### src/rtl/tsn_pkg.sv
`default_nettype none
// +--------------------------------------------------------------------------+
// | tsn_pkg : word-flag constants, bus width and FSM state type shared by     |
// |           the TSN output scheduler.                          rev 1.0      |
// +--------------------------------------------------------------------------+
package tsn_pkg;

   localparam int PKT_W = 134;

   localparam logic [1:0] FLAG_HEAD = 2'b01;
   localparam logic [1:0] FLAG_MID  = 2'b11;
   localparam logic [1:0] FLAG_TAIL = 2'b10;

   typedef enum logic [1:0] {
      ST_IDLE  = 2'd0,
      ST_SEND0 = 2'd1,
      ST_SEND1 = 2'd2
   } state_t;

   function automatic logic is_tail(input logic [PKT_W-1:0] i_word);
      return i_word[PKT_W-1 -: 2] == FLAG_TAIL;
   endfunction

endpackage
`default_nettype wire

### src/rtl/tsn_out_sched_if.sv
`default_nettype none
// +--------------------------------------------------------------------------+
// | tsn_src_if / tsn_pkt_if : show-ahead packet source port and packet output |
// |                           port of the TSN output scheduler.   rev 1.0     |
// +--------------------------------------------------------------------------+
interface tsn_src_if;
   logic [tsn_pkg::PKT_W-1:0] data_q;
   logic                      data_rdreq;
   logic                      valid_empty;
   logic                      valid_rdreq;

   modport master (input data_q, valid_empty, output data_rdreq, valid_rdreq);
   modport slave  (output data_q, valid_empty, input data_rdreq, valid_rdreq);
endinterface

interface tsn_pkt_if #(
   parameter int unsigned USEDW_W = 8
);
   logic [tsn_pkg::PKT_W-1:0] data;
   logic                      data_wr;
   logic                      valid;
   logic                      valid_wr;
   logic [USEDW_W-1:0]        usedw;

   modport master (output data, data_wr, valid, valid_wr, input usedw);
   modport slave  (input data, data_wr, valid, valid_wr, output usedw);
endinterface
`default_nettype wire

### src/rtl/tsn_gate_phase.sv
`default_nettype none
// +--------------------------------------------------------------------------+
// | tsn_gate_phase : time-tick detection, gate-cycle phase counter and the    |
// |                  src1 gate decode (TS window + guard band).    rev 1.0    |
// +--------------------------------------------------------------------------+
module tsn_gate_phase #(
   parameter int unsigned PHASE_W = 32,
   parameter int unsigned GUARD_T = 20
)(
   input  wire                clk,
   input  wire                rst_n,
   input  wire  [47:0]        i_time,
   input  wire  [PHASE_W-1:0] i_period,
   input  wire  [PHASE_W-1:0] i_ts_len,
   output logic               o_be_ok
);

   localparam logic [PHASE_W:0]   c_one_x = (PHASE_W+1)'(1);
   localparam logic [PHASE_W-1:0] c_one   = PHASE_W'(1);

   logic [47:0]        r_prev_time;
   logic [PHASE_W-1:0] r_phase;
   logic               w_tick;
   logic               w_wrap;
   logic               w_ts_win;
   logic [PHASE_W:0]   w_phase_x;
   logic [PHASE_W:0]   w_period_x;
   logic [PHASE_W:0]   w_ts_len_x;
   logic [PHASE_W:0]   w_guard_end;

   // One extra bit keeps phase+GUARD_T and period-1 free of wrap-around.
   assign w_phase_x   = {1'b0, r_phase};
   assign w_period_x  = {1'b0, i_period};
   assign w_ts_len_x  = {1'b0, i_ts_len};
   assign w_guard_end = w_phase_x + (PHASE_W+1)'(GUARD_T);

   assign w_tick   = (i_time != r_prev_time);
   assign w_wrap   = (w_phase_x >= (w_period_x - c_one_x));
   assign w_ts_win = (i_period != '0) && (w_phase_x < w_ts_len_x);
   assign o_be_ok  = !w_ts_win && ((i_period == '0) || (w_guard_end < w_period_x));

   always_ff @(posedge clk or negedge rst_n) begin
      if (!rst_n) begin
         r_prev_time <= '0;
         r_phase     <= '0;
      end else begin
         r_prev_time <= i_time;
         if (i_period == '0)
            r_phase <= '0;
         else if (w_tick)
            r_phase <= w_wrap ? '0 : (r_phase + c_one);
      end
   end

endmodule
`default_nettype wire

### src/rtl/tsn_out_sched.sv
`default_nettype none
// +--------------------------------------------------------------------------+
// | tsn_out_sched : strict-priority, time-gated arbiter of two packet FIFOs   |
// |                 onto one output bus. Option: SCHED_STAT_EN.   rev 1.0     |
// +--------------------------------------------------------------------------+
module tsn_out_sched
   import tsn_pkg::*;
#(
   parameter int unsigned USEDW_W      = 8,
   parameter int unsigned USEDW_THRESH = 160,
   parameter int unsigned GUARD_T      = 20,
   parameter int unsigned PHASE_W      = 32
)(
   input  wire                clk,
   input  wire                rst_n,
   input  wire  [47:0]        precision_time,
   input  wire  [PHASE_W-1:0] cfg_period,
   input  wire  [PHASE_W-1:0] cfg_ts_len,
   tsn_src_if.master          src0,
   tsn_src_if.master          src1,
   tsn_pkt_if.master          pktout
`ifdef SCHED_STAT_EN
   ,
   output logic [31:0]        stat_pkt0,
   output logic [31:0]        stat_pkt1,
   output logic [31:0]        stat_block1
`endif
);

   state_t             r_state;
   logic [PKT_W-1:0]   r_data;
   logic               r_wr;
   logic               r_valid;
   logic               r_valid_wr;

   logic [USEDW_W-1:0] w_usedw;
   logic [PKT_W-1:0]   w_q;
   logic               w_be_ok;
   logic               w_room;
   logic               w_req0;
   logic               w_req1;
   logic               w_send0;
   logic               w_send1;
   logic               w_tail;

   tsn_gate_phase #(
      .PHASE_W (PHASE_W),
      .GUARD_T (GUARD_T)
   ) u_gate (
      .clk      (clk),
      .rst_n    (rst_n),
      .i_time   (precision_time),
      .i_period (cfg_period),
      .i_ts_len (cfg_ts_len),
      .o_be_ok  (w_be_ok)
   );

   // Room and gates are only consulted at packet start; a packet is never cut.
   assign w_usedw = pktout.usedw;
   assign w_room  = (32'(w_usedw) <= USEDW_THRESH);
   assign w_req0  = !src0.valid_empty && w_room;
   assign w_req1  = !src1.valid_empty && w_room && w_be_ok;

   assign w_send0 = (r_state == ST_SEND0);
   assign w_send1 = (r_state == ST_SEND1);
   assign w_q     = w_send1 ? src1.data_q : src0.data_q;
   assign w_tail  = is_tail(w_q);

   assign src0.data_rdreq  = w_send0;
   assign src0.valid_rdreq = w_send0 && w_tail;
   assign src1.data_rdreq  = w_send1;
   assign src1.valid_rdreq = w_send1 && w_tail;

   assign pktout.data     = r_data;
   assign pktout.data_wr  = r_wr;
   assign pktout.valid    = r_valid;
   assign pktout.valid_wr = r_valid_wr;

   always_ff @(posedge clk or negedge rst_n) begin
      if (!rst_n) begin
         r_state    <= ST_IDLE;
         r_data     <= '0;
         r_wr       <= 1'b0;
         r_valid    <= 1'b0;
         r_valid_wr <= 1'b0;
      end else begin
         r_wr       <= 1'b0;
         r_valid    <= 1'b0;
         r_valid_wr <= 1'b0;
         unique case (r_state)
            ST_IDLE: begin
               if (w_req0)
                  r_state <= ST_SEND0;
               else if (w_req1)
                  r_state <= ST_SEND1;
            end
            ST_SEND0, ST_SEND1: begin
               r_data <= w_q;
               r_wr   <= 1'b1;
               if (w_tail) begin
                  r_valid    <= 1'b1;
                  r_valid_wr <= 1'b1;
                  r_state    <= ST_IDLE;
               end
            end
            default: r_state <= ST_IDLE;
         endcase
      end
   end

`ifdef SCHED_STAT_EN
   logic [31:0] r_stat_pkt0;
   logic [31:0] r_stat_pkt1;
   logic [31:0] r_stat_block1;
   logic        w_block1;

   assign w_block1 = (r_state == ST_IDLE) && !src1.valid_empty && !w_be_ok;

   always_ff @(posedge clk or negedge rst_n) begin
      if (!rst_n) begin
         r_stat_pkt0   <= '0;
         r_stat_pkt1   <= '0;
         r_stat_block1 <= '0;
      end else begin
         if (src0.valid_rdreq && (r_stat_pkt0 != '1))
            r_stat_pkt0 <= r_stat_pkt0 + 32'd1;
         if (src1.valid_rdreq && (r_stat_pkt1 != '1))
            r_stat_pkt1 <= r_stat_pkt1 + 32'd1;
         if (w_block1 && (r_stat_block1 != '1))
            r_stat_block1 <= r_stat_block1 + 32'd1;
      end
   end

   assign stat_pkt0   = r_stat_pkt0;
   assign stat_pkt1   = r_stat_pkt1;
   assign stat_block1 = r_stat_block1;
`endif

endmodule
`default_nettype wire

### src/flat_wrapper.sv
// flat-port wrapper written by rule: the top's interface ports become plain ports
module tsn_out_sched_flat import tsn_pkg::*;
#(
   parameter int unsigned USEDW_W      = 8,
   parameter int unsigned USEDW_THRESH = 160,
   parameter int unsigned GUARD_T      = 20,
   parameter int unsigned PHASE_W      = 32
)
  (clk, rst_n, precision_time, cfg_period, cfg_ts_len, src0_data_q, src0_valid_empty, src0_data_rdreq, src0_valid_rdreq, src1_data_q, src1_valid_empty, src1_data_rdreq, src1_valid_rdreq, pktout_data, pktout_data_wr, pktout_valid, pktout_valid_wr, pktout_usedw);
  tsn_src_if src0_i ();
  tsn_src_if src1_i ();
  tsn_pkt_if #(.USEDW_W(USEDW_W)) pktout_i ();
  input  wire clk;
  input  wire rst_n;
  input  wire  [47:0] precision_time;
  input  wire  [PHASE_W-1:0] cfg_period;
  input  wire  [PHASE_W-1:0] cfg_ts_len;
  input wire logic [$bits(src0_i.data_q)-1:0] src0_data_q;
  input wire logic [$bits(src0_i.valid_empty)-1:0] src0_valid_empty;
  output wire logic [$bits(src0_i.data_rdreq)-1:0] src0_data_rdreq;
  output wire logic [$bits(src0_i.valid_rdreq)-1:0] src0_valid_rdreq;
  input wire logic [$bits(src1_i.data_q)-1:0] src1_data_q;
  input wire logic [$bits(src1_i.valid_empty)-1:0] src1_valid_empty;
  output wire logic [$bits(src1_i.data_rdreq)-1:0] src1_data_rdreq;
  output wire logic [$bits(src1_i.valid_rdreq)-1:0] src1_valid_rdreq;
  output wire logic [$bits(pktout_i.data)-1:0] pktout_data;
  output wire logic [$bits(pktout_i.data_wr)-1:0] pktout_data_wr;
  output wire logic [$bits(pktout_i.valid)-1:0] pktout_valid;
  output wire logic [$bits(pktout_i.valid_wr)-1:0] pktout_valid_wr;
  input wire logic [$bits(pktout_i.usedw)-1:0] pktout_usedw;
  assign src0_i.data_q = src0_data_q;
  assign src0_i.valid_empty = src0_valid_empty;
  assign src0_data_rdreq = src0_i.data_rdreq;
  assign src0_valid_rdreq = src0_i.valid_rdreq;
  assign src1_i.data_q = src1_data_q;
  assign src1_i.valid_empty = src1_valid_empty;
  assign src1_data_rdreq = src1_i.data_rdreq;
  assign src1_valid_rdreq = src1_i.valid_rdreq;
  assign pktout_data = pktout_i.data;
  assign pktout_data_wr = pktout_i.data_wr;
  assign pktout_valid = pktout_i.valid;
  assign pktout_valid_wr = pktout_i.valid_wr;
  assign pktout_i.usedw = pktout_usedw;
  tsn_out_sched #(.USEDW_W(USEDW_W), .USEDW_THRESH(USEDW_THRESH), .GUARD_T(GUARD_T), .PHASE_W(PHASE_W)) u_core (.clk(clk), .rst_n(rst_n), .precision_time(precision_time), .cfg_period(cfg_period), .cfg_ts_len(cfg_ts_len), .src0(src0_i), .src1(src1_i), .pktout(pktout_i));
endmodule
### config.mk
export PLATFORM = sky130hd
export DESIGN_NAME = tsn_out_sched_flat
export DESIGN_NICKNAME = d
export VERILOG_FILES = /design/src/rtl/tsn_pkg.sv /design/src/rtl/tsn_out_sched_if.sv /design/src/rtl/tsn_gate_phase.sv /design/src/rtl/tsn_out_sched.sv /design/src/flat_wrapper.sv
export SDC_FILE = /design/constraint.sdc
export NUM_CORES = 1
export LEC_CHECK = 0
export ABC_AREA = 1
export CORE_AREA = 2 2 209 211
export DETAILED_ROUTE_END_ITERATION = 16
export DIE_AREA = 0 0 211 213
export GPL_TIMING_DRIVEN = 0
export PLACE_DENSITY = 0.74
export SLEW_MARGIN = 20
export SYNTH_ARGS = -nofsm -noshare
export SYNTH_HDL_FRONTEND = slang
export SYNTH_HIERARCHICAL = 1
export SYNTH_SLANG_ARGS = --single-unit
export TNS_END_PERCENT = 10
### constraint.sdc
create_clock -name clk -period 3.4 [get_ports clk]
set_input_delay 0.34 -clock clk [delete_from_list [all_inputs] [get_ports clk]]
set_output_delay 0.34 -clock clk [all_outputs]
set_load 0.05 [all_outputs]
# Word level (Yosys, flattened, before mapping)
# Index checks and enable logic that the tools add are counted.
[totals] register_bits=218 input_bits=392 out_inout_bits=141 wordCells=47
[op_classes] add_sub_neg=3 order_cmp=4 eq_ne=6 mux=11 n_reduce_logical=17
[ops] op="$mux W134" n=1
[ops] op="$mux W32" n=3
[ops] op="$ne A48 B48 Y1" n=1
[ops] op="$add A32 B5 Y33 const B" n=1
[ops] op="$ge A32 B33 Y1" n=1
[ops] op="$lt A33 B32 Y1" n=1
[ops] op="$sub A32 B1 Y33 const B" n=1
[ops] op="$add A32 B1 Y32 const B" n=1
[ops] op="$logic_not A32 Y1" n=1
[ops] op="$lt A32 B32 Y1" n=1
[ops] op="$reduce_bool A32 Y1" n=1
[ops] op="$le A8 B8 Y1 const B" n=1
[ops] op="$logic_and A1 B1 Y1" n=7
[ops] op="$mux W2" n=3
[ops] op="$eq A2 B2 Y1 const B" n=2
[ops] op="$pmux W2 S2" n=1
[ops] op="$logic_not A1 Y1" n=3
[ops] op="$mux W1" n=3
[ops] op="$ne A3 B1 Y1 const B" n=1
[ops] op="$eq A2 B1 Y1 const B" n=1
[ops] op="$logic_not A2 Y1" n=1
[ops] op="$ne A2 B1 Y1 const B" n=1
[ops] op="$reduce_and A2 Y1" n=1
[ops] op="$reduce_bool A2 Y1" n=1
[ops] op="other kinds (2)" n=2

# Longest topological paths before layout
# Gate-level depths: netlist of the first run.
[depth] depth_word=8 ltp_mapped=24 ltp_nobuf=24

# Hierarchy
# Netlist of the first run, hierarchy kept.
[by_module_without_submodules] mod="tsn_gate_phase" instances=1 cells_per_inst=1048 area_each_um2=7782.5 seq_area_each_um2=2001.9
[by_module_without_submodules] mod="tsn_out_sched" instances=1 cells_per_inst=778 area_each_um2=6407.4 seq_area_each_um2=3453.3

# Worst setup path after synthesis of the first run
# Ideal clock, no wire load.
[synth_timing] path_type="input-to-reg" from="input port cfg_period[0]" to="register u_core.u_gate.r_phase[27]" setup_time_ns=0.066 arrival_time_ns=2.987 t_required_ns=3.334 path_slack_ns=0.347 stages=15 path_buffers=1 path_cell_list="inv_1 > ha_1 > nand3_2 > nor3_4 > nand4_1 > nor3_1 > nand2_1 > xor2_1 > ha_1 > a21oi_1 > o21ai_0 > a211oi_2 > clkbuf_1 > nand4_1 > nand2_1"
[synth_between] elab_chain_cells=5 elab_cells_between_ends=7 classes_between="add/sub: 1; order compare: 1; mux: 3; reduce/logical: 2"
[synth_lines] item="start: declaration" line="flat_wrapper.sv:16" text="input wire [PHASE_W-1:0] cfg_period;"
[synth_lines] item="$sub A32 B1 Y33" line="tsn_gate_phase.sv:38" text="assign w_wrap = (w_phase_x >= (w_period_x - c_one_x));"
[synth_lines] item="$ge A32 B33 Y1" line="tsn_gate_phase.sv:38"
[synth_lines] item="$mux W32" line="tsn_gate_phase.sv:51" text="r_phase <= w_wrap ? '0 : (r_phase + c_one);"
[synth_lines] item="$mux W32" line="tsn_gate_phase.sv:50" text="else if (w_tick)"
[synth_lines] item="$mux W32" line="tsn_gate_phase.sv:48" text="if (i_period == '0)"
[synth_lines] item="end signal: assignment" line="tsn_gate_phase.sv:51"
[synth_lines] item="end: declaration" line="tsn_gate_phase.sv:22" text="logic [PHASE_W-1:0] r_phase;"
# Parallel ways exist; a longest one is shown, timed or not. The select of a mux whose other input is x is not followed.
# A chain may end at the register's enable or synchronous reset.

# Worst setup path in the final report of the first run
[layout_timing] from="input port cfg_period[0]" to="register u_core.u_gate.r_phase[10]"
# Same word-level chain as after synthesis.

==> results.sh, run 1 <==
export IMPL_synth_top_family_by_area="simple AND/OR/NAND/NOR gates"
export IMPL_p_sw_w=0.007441
export IMPL_die_height_um=213
export IMPL_fin_hold_ws_ps=257.6
export IMPL_period_needed_ps=3269
export IMPL_synth_edf_count=0
export IMPL_fin_worst_skew_ps=18.08
export IMPL_die_x_um=211
export IMPL_htree_num_levels=1
export IMPL_cts_sinks=218
export IMPL_synth_seq_cells=218
export IMPL_synthTopCellsByArea="dfrtp_1 (38%), nand2_1 (13%), ha_1 (8.9%), nor2_1 (6.5%), a31oi_1 (5.8%)"
export IMPL_yosys_cell_count_top_type="nand2_1"
export IMPL_ys_warn_count=6
export IMPL_syn2layout_area_growth_pct=55.10
export IMPL_synth_top_area_cell="dfrtp_1"
export IMPL_power_density_nw_per_um2=705.0
export IMPL_required_ps=3840
export IMPL_track_usage=0.2590
export IMPL_worstReg2RegEnd="u_core/r_state[0]"
export IMPL_leakage_nw=10.07
export IMPL_grt_max_degree=86
export IMPL_grt_pass1_vias=15670
export IMPL_finalNetCount=2935
export IMPL_r2r_start="u_core/u_gate/r_phase[5]"
export IMPL_internal_power_w=0.008076
export IMPL_drive_gt1_frac=0.1252
export IMPL_clockPowerShare=0.187
export IMPL_muxShareOfSynthArea=0
export IMPL_place_gp_congestion=0.9665
export IMPL_worstPathArrival_ps=3710
export IMPL_holdPathStages=1
export IMPL_drv_slew=0
export IMPL_switching_share=0.4795
export IMPL_stdcell_count=3023
export IMPL_grt_pass1_wl_um=89380
export IMPL_antenna_found_initial=15
export IMPL_initial_core_util=0.3323
export IMPL_drt_initial_drc_count=1220
export IMPL_cts_path_max_buffers=3
export IMPL_avgViaCountPerCell=5.088
export IMPL_synth_commonest_cells="nand2_1 (496), nor2_1 (244), dfrtp_1 (218)"
export IMPL_min_from="precision_time[13]"
export IMPL_slew_headroom=0.5209
export IMPL_drtPass1Iterations=6
export IMPL_die_area_um2=44940
export IMPL_fmaxAchievable_ghz=0.3059
export IMPL_startpoint_type="input port"
export IMPL_fin_crit_sh=0.9616
export IMPL_synth_fa_ha_area_frac=0.08906
export IMPL_crit_fanout=6
export IMPL_synthDistinctLibCells=41
export IMPL_vias=15380
export IMPL_critPathKind="in2reg"
export IMPL_max_cap_viol_count=0
export IMPL_power_frac_comb=0.546
export IMPL_wl_um=60320
export IMPL_synthesis_nets=2319
export IMPL_hold_viol_final=0
export IMPL_endpoint_kind="flop"
export IMPL_synth_simple_area_share=0.2861
export IMPL_clk_pin_slew_ps=50
export IMPL_finalSetupTns_ps=0
export IMPL_async_flop_share=1.000
export IMPL_clock_latency_ps=570
export IMPL_max_slew_worst_pin_slew_ps=716.4
export IMPL_reg2reg_depth=21
export IMPL_dp_hpwl_um=48620
export IMPL_avgSynthCellArea_um2=7.771
export IMPL_num_rows=76
export IMPL_grt_overflow_total=0
export IMPL_cts_tree="built"
export IMPL_hold_end="u_core/u_gate/r_prev_time[13]"
export IMPL_rsz0062_at_grt="true"
export IMPL_ctsRootBufferMaster="clkbuf_16"
export IMPL_synthFlopType="dfrtp_1"
export IMPL_core_area_um2=42700
export IMPL_status="completed"
export IMPL_yosys_area_top_type_share=0.3844
export IMPL_syn_instance_count=1826
export IMPL_synth_cell_area_um2=14190
export IMPL_drt_wirelength_per_cell_um=19.95
export IMPL_setup_violations_final=0
export IMPL_synth_xor_area_frac=0.07592
export IMPL_boundaryPins=533
export IMPL_drcViolationCount=0
export IMPL_post_place_cells=2906
export IMPL_cts_buffers=27
export IMPL_ir_drop_mv=0.8700
export IMPL_io_buffer_count=532
export IMPL_ant_nets=0
export IMPL_synth_compound_area_share=0.08862
export IMPL_ys_seq_area_frac=0.3844
export IMPL_p_seq_frac=0.267
export IMPL_r2r_slack_ps=180
export IMPL_hold_class="in2reg"
## cells in the final DEF (no fill, tap or decap), drive strengths merged, types with 20 or more instances in the layout
cell	instances
nand3	40
dfrtp	218
ha	101
nand2	509
nor3	29
o21ai	20
inv	159
buf	122
xor2	68
a21oi	54
clkbuf	49
nor2	258
a31oi	132
xnor2	55
clkdlybuf4s50	531
nand4	84
## what timing repair did
action                     in CTS  in global routing
setup buffers                   9                 43
gates resized for setup        25                115
pin swaps                       5                 33
setup endpoints to repair      34                 34
hold buffers                    1                  0
hold endpoints to repair       82                  0
## how the worst max path moves through the flow
stage	from	end	slack, ps	cells past startpoint
after global placement	rst_n	u_core/pktout.data[60]	-7600	1
after global routing	cfg_period[0]	u_core/u_gate/r_phase[10]	-90	23
final	cfg_period[0]	u_core/u_gate/r_phase[10]	130	21
after CTS	u_core/u_gate/r_phase[15]	u_core/r_state[0]	-30	19
after floorplan	cfg_period[0]	u_core/u_gate/r_phase[27]	350	15
after detailed placement	cfg_period[0]	u_core/u_gate/r_phase[23]	-1050	16
## sequential cells by signal, summed over array words and instances, names as in the netlist
| signal | count |
|---|---|
| u_core/u_gate/r_phase | 32 |
| u_core/pktout.data_wr | 1 |
| u_core/pktout.valid_wr | 1 |
| u_core/r_state | 2 |
| u_core/u_gate/r_prev_time | 48 |
| u_core/pktout.data | 134 |
## per-layer routing
metal  share of wire  wire (um)  global-route usage  up-vias
met4           0.049       2959              0.1175        0
met3           0.082       4972             0.06457      148
met5               0          0                   0        -
met1            0.37      22550              0.2989     7293
li1                -          -                   -     7259
met2            0.49      29840              0.4529      682
## final cells by class
class | count | area [um2]
Antenna cell | 16 | 40.04
Buffer | 81 | 525.5
Clock buffer | 35 | 725.7
Clock inverter | 13 | 147.6
Fill cell | 3926 | 20690
Inverter | 156 | 590.6
Multi-Input combinational cell | 1371 | 8011
Sequential cell | 218 | 5483
Tap cell | 546 | 683.2
Timing Repair Buffer | 587 | 5802
## cell families after synthesis
group | after synthesis
XOR/XNOR | 123
buffers and inverters | 237
adder cells (fa/ha/maj) | 101
flip-flops | 218
AND/OR/NAND/NOR | 934
AO/OA/AOI/OAI | 213
## through the flow
step	instance area (um2)	power, W	util	setup slack (ps)
4_1_cts	21290	0.01543	0.4986	-29.17
3_5_place_dp	20260	0.01241	0.4745	-1048
6_report	22010	0.01552	0.5155	130.7
3_3_place_gp	20200	0.01228	0.4731	-7603
2_1_floorplan	14190	0.009037	-	346.6
5_1_grt	22010	0.01628	0.5155	-92.08
## power by group through the flow
stage               logic (W)  clock network, W  registers (W)
finish                0.00847           0.00291        0.00414
global route          0.00897           0.00307        0.00424
CTS                   0.00833           0.00296        0.00414
detailed placement    0.00826                 0        0.00415
global placement      0.00815                 0        0.00414
floorplan             0.00226                 0        0.00678
## critical path, cell delays in order
cell and delay (ps):
clkdlybuf4s50_1 460, inv_2 110, ha_2 210, nand3_2 140, nor3_4 210, nand4_1 270
nor2_2 240, nand4_1 120, xor2_1 180, ha_1 300, nand2_1 100, nor2_4 140
nand2_1 70, nor3_2 180, nand2_1 70, nand2_1 110, nand2_4 100, nand2_1 130
nand2_4 100, nand2_1 90, nand2_1 50
Note: power is estimated with default switching activity, not from simulation.
==> inputs of run 2 (changes only) <==
Settings changed: CAP_MARGIN from default to 20, CORE_AREA 2 2 209 211 to 10 10 200 202, DIE_AREA 0 0 211 213 to 0 0 210 212, GPL_TIMING_DRIVEN 0 to 1, PLACE_DENSITY 0.74 to 0.84.
==> results.sh, run 2 (same netlist as run 1, synthesis figures left out) <==
export IMPL_status="completed"
export IMPL_clk_pin_slew_ps=60
export IMPL_grt_pass1_vias=15670
export IMPL_slew_headroom=0.4472
export IMPL_crit_path_frequent_cell="nand2_1"
export IMPL_crit_fanout=5
export IMPL_reg2reg_depth=21
export IMPL_die_x_um=210
export IMPL_worstPathArrival_ps=3560
export IMPL_crit_buf_inv=3
export IMPL_period_needed_ps=3129
export IMPL_fin_hold_ws_ps=266.0
export IMPL_grt_max_degree=98
export IMPL_core_area_um2=36080
export IMPL_die_height_um=212
export IMPL_initial_core_util=0.3932
export IMPL_drive_gt1_frac=0.1142
export IMPL_min_from="precision_time[20]"
export IMPL_setup_violations_final=0
export IMPL_vias=15520
export IMPL_ir_drop_mv=0.6339
export IMPL_cp_slowest_stage_delay_ps=380
export IMPL_htree_num_levels=1
export IMPL_num_rows=70
export IMPL_required_ps=3830
export IMPL_finalSetupTns_ps=0
export IMPL_cts_buffers=24
export IMPL_fin_crit_sh=0.9204
export IMPL_leakage_nw=10.08
export IMPL_drtPass1Iterations=9
export IMPL_worstReg2RegEnd="u_core/r_state[0]"
export IMPL_antenna_found_initial=19
export IMPL_holdPathStages=1
export IMPL_power_density_nw_per_um2=695.8
export IMPL_io_buffer_count=532
export IMPL_endpoint_kind="flop"
export IMPL_drv_slew=0
export IMPL_grt_pass1_wl_um=91510
export IMPL_startpoint_type="flop"
export IMPL_critPathKind="reg2reg"
export IMPL_final_common_cell="clkdlybuf4s50_1"
export IMPL_clock_latency_ps=540
export IMPL_max_slew_worst_pin_slew_ps=829.2
export IMPL_r2r_start="u_core/u_gate/r_phase[2]"
export IMPL_syn2layout_area_growth_pct=53.97
export IMPL_dp_hpwl_um=49660
export IMPL_crit_chain="ha_2 > or2_4 > nand2_8 > nor2_1 > nand2_1 > xor2_1 > inv_1 > ha_1 > a21oi_1 > o21ai_0 > nand4_1 > nand2_1 > nor2_1 > nand3_1 > o21bai_1 > inv_1 > nor2_2 > buf_4 > nand3_2 > nand4_1 > nand2_1"
export IMPL_drt_initial_drc_count=1306
export IMPL_track_usage=0.2627
export IMPL_wl_um=62060
export IMPL_critPathTopFamily="simple AND/OR/NAND/NOR gates"
export IMPL_avgViaCountPerCell=5.265
export IMPL_ant_nets=0
export IMPL_r2r_slack_ps=270
export IMPL_grt_overflow_total=0
export IMPL_cts_path_max_buffers=3
export IMPL_cts_sinks=218
export IMPL_largest_reg_flops=134
export IMPL_ctsRootBufferMaster="clkbuf_16"
export IMPL_max_cap_viol_count=0
export IMPL_place_gp_congestion=0.9854
export IMPL_cts_tree="built"
export IMPL_hold_class="in2reg"
export IMPL_fmaxAchievable_ghz=0.3195
export IMPL_drcViolationCount=0
export IMPL_hold_end="u_core/u_gate/r_prev_time[20]"
export IMPL_drt_wirelength_per_cell_um=21.06
export IMPL_fin_worst_skew_ps=11.48
export IMPL_slowest_stage="dfrtp_1"
export IMPL_final_cell_mix="clkdlybuf4s50_1 (530), nand2_1 (490), nor2_1 (228)"
export IMPL_hold_viol_final=0
export IMPL_boundaryPins=533
export IMPL_die_area_um2=44520
export IMPL_p_total_w=0.01520
export IMPL_finalNetCount=2938
run 2: changes by cell type in the layout (fill, tap and decap cells not counted), moves of 5 or more:
cell | before | now
buf_12 | 1 | 7
nand2_1 | 484 | 490
buf_2 | 45 | 0
nor2_2 | 14 | 21
clkbuf_8 | 2 | 7
nor2_4 | 21 | 9
buf_6 | 17 | 1
clkbuf_1 | 14 | 5
dfrtp_2 | 22 | 11
dfrtp_1 | 196 | 207
nor2_1 | 223 | 228
buf_4 | 56 | 134
clkbuf_4 | 6 | 0
run 2: timing repair:
| action | 4_1_cts | 5_1_grt |
|---|---|---|
| resized for setup | 0 | 54 |
| hold buffers | 1 | 0 |
| setup endpoints to repair | 0 | 12 |
| endpoints found under the hold margin | 92 | 0 |
| setup buffers | 0 | 18 |
run 2: how the worst max path moves through the flow:
stage                                         start                        end  cells past startpoint
after floorplan                       cfg_period[0]  u_core/u_gate/r_phase[27]                     15
after detailed placement              cfg_period[0]   u_core/u_gate/r_phase[3]                     18
final                      u_core/u_gate/r_phase[2]          u_core/r_state[0]                     21
after global routing       u_core/u_gate/r_phase[9]          u_core/r_state[0]                     22
after CTS                 u_core/u_gate/r_phase[10]          u_core/r_state[0]                     21
after global placement                cfg_period[0]  u_core/u_gate/r_phase[10]                     20
run 2: final cells by class:
| cell class | count | area [um2] |
|---|---|---|
| Inverter | 156 | 590.6 |
| Antenna cell | 19 | 47.55 |
| Multi-Input combinational cell | 1371 | 7841 |
| Sequential cell | 218 | 5469 |
| Clock buffer | 36 | 715.7 |
| Clock inverter | 5 | 111.4 |
| Fill cell | 3038 | 14240 |
| Timing Repair Buffer | 674 | 6487 |
| Tap cell | 468 | 585.6 |
run 2: routing by layer:
layer,part of all wire,GRT usage,vias to the layer above
met2,0.50,0.4554,756
li1,-,-,7254
met1,0.36,0.2937,7365
met4,0.042,0.1131,0
met5,0,0,-
met3,0.095,0.07909,140
run 2: per-stage QoR:
stage / setup slack, ps / cell area [um2] / cells / utilization
final: 270.6 / 21850 / 2947 / 0.6055
after global routing: -33.50 / 21850 / 2947 / 0.6055
after CTS: 27.85 / 21490 / 2910 / 0.5955
after detailed placement: -253.2 / 20650 / 2868 / 0.5723
after global placement: -175.4 / 20650 / 2868 / 0.5723
after floorplan: 346.6 / 14190 / 1826 / -
run 2: where the power goes:
| group | total [W] | internal (W) | switching (W) |
|---|---|---|---|
| Sequential | 0.00408 | 0.00350 | 0.000584 |
| Clock | 0.00278 | 0.00167 | 0.00111 |
| Combinational | 0.00834 | 0.00283 | 0.00550 |
==> inputs of run 3 (changes only) <==
Settings changed: CAP_MARGIN 20 to default.
==> results of run 3 <==
The final DEF is identical to that of run 2; final timing and power are the same.
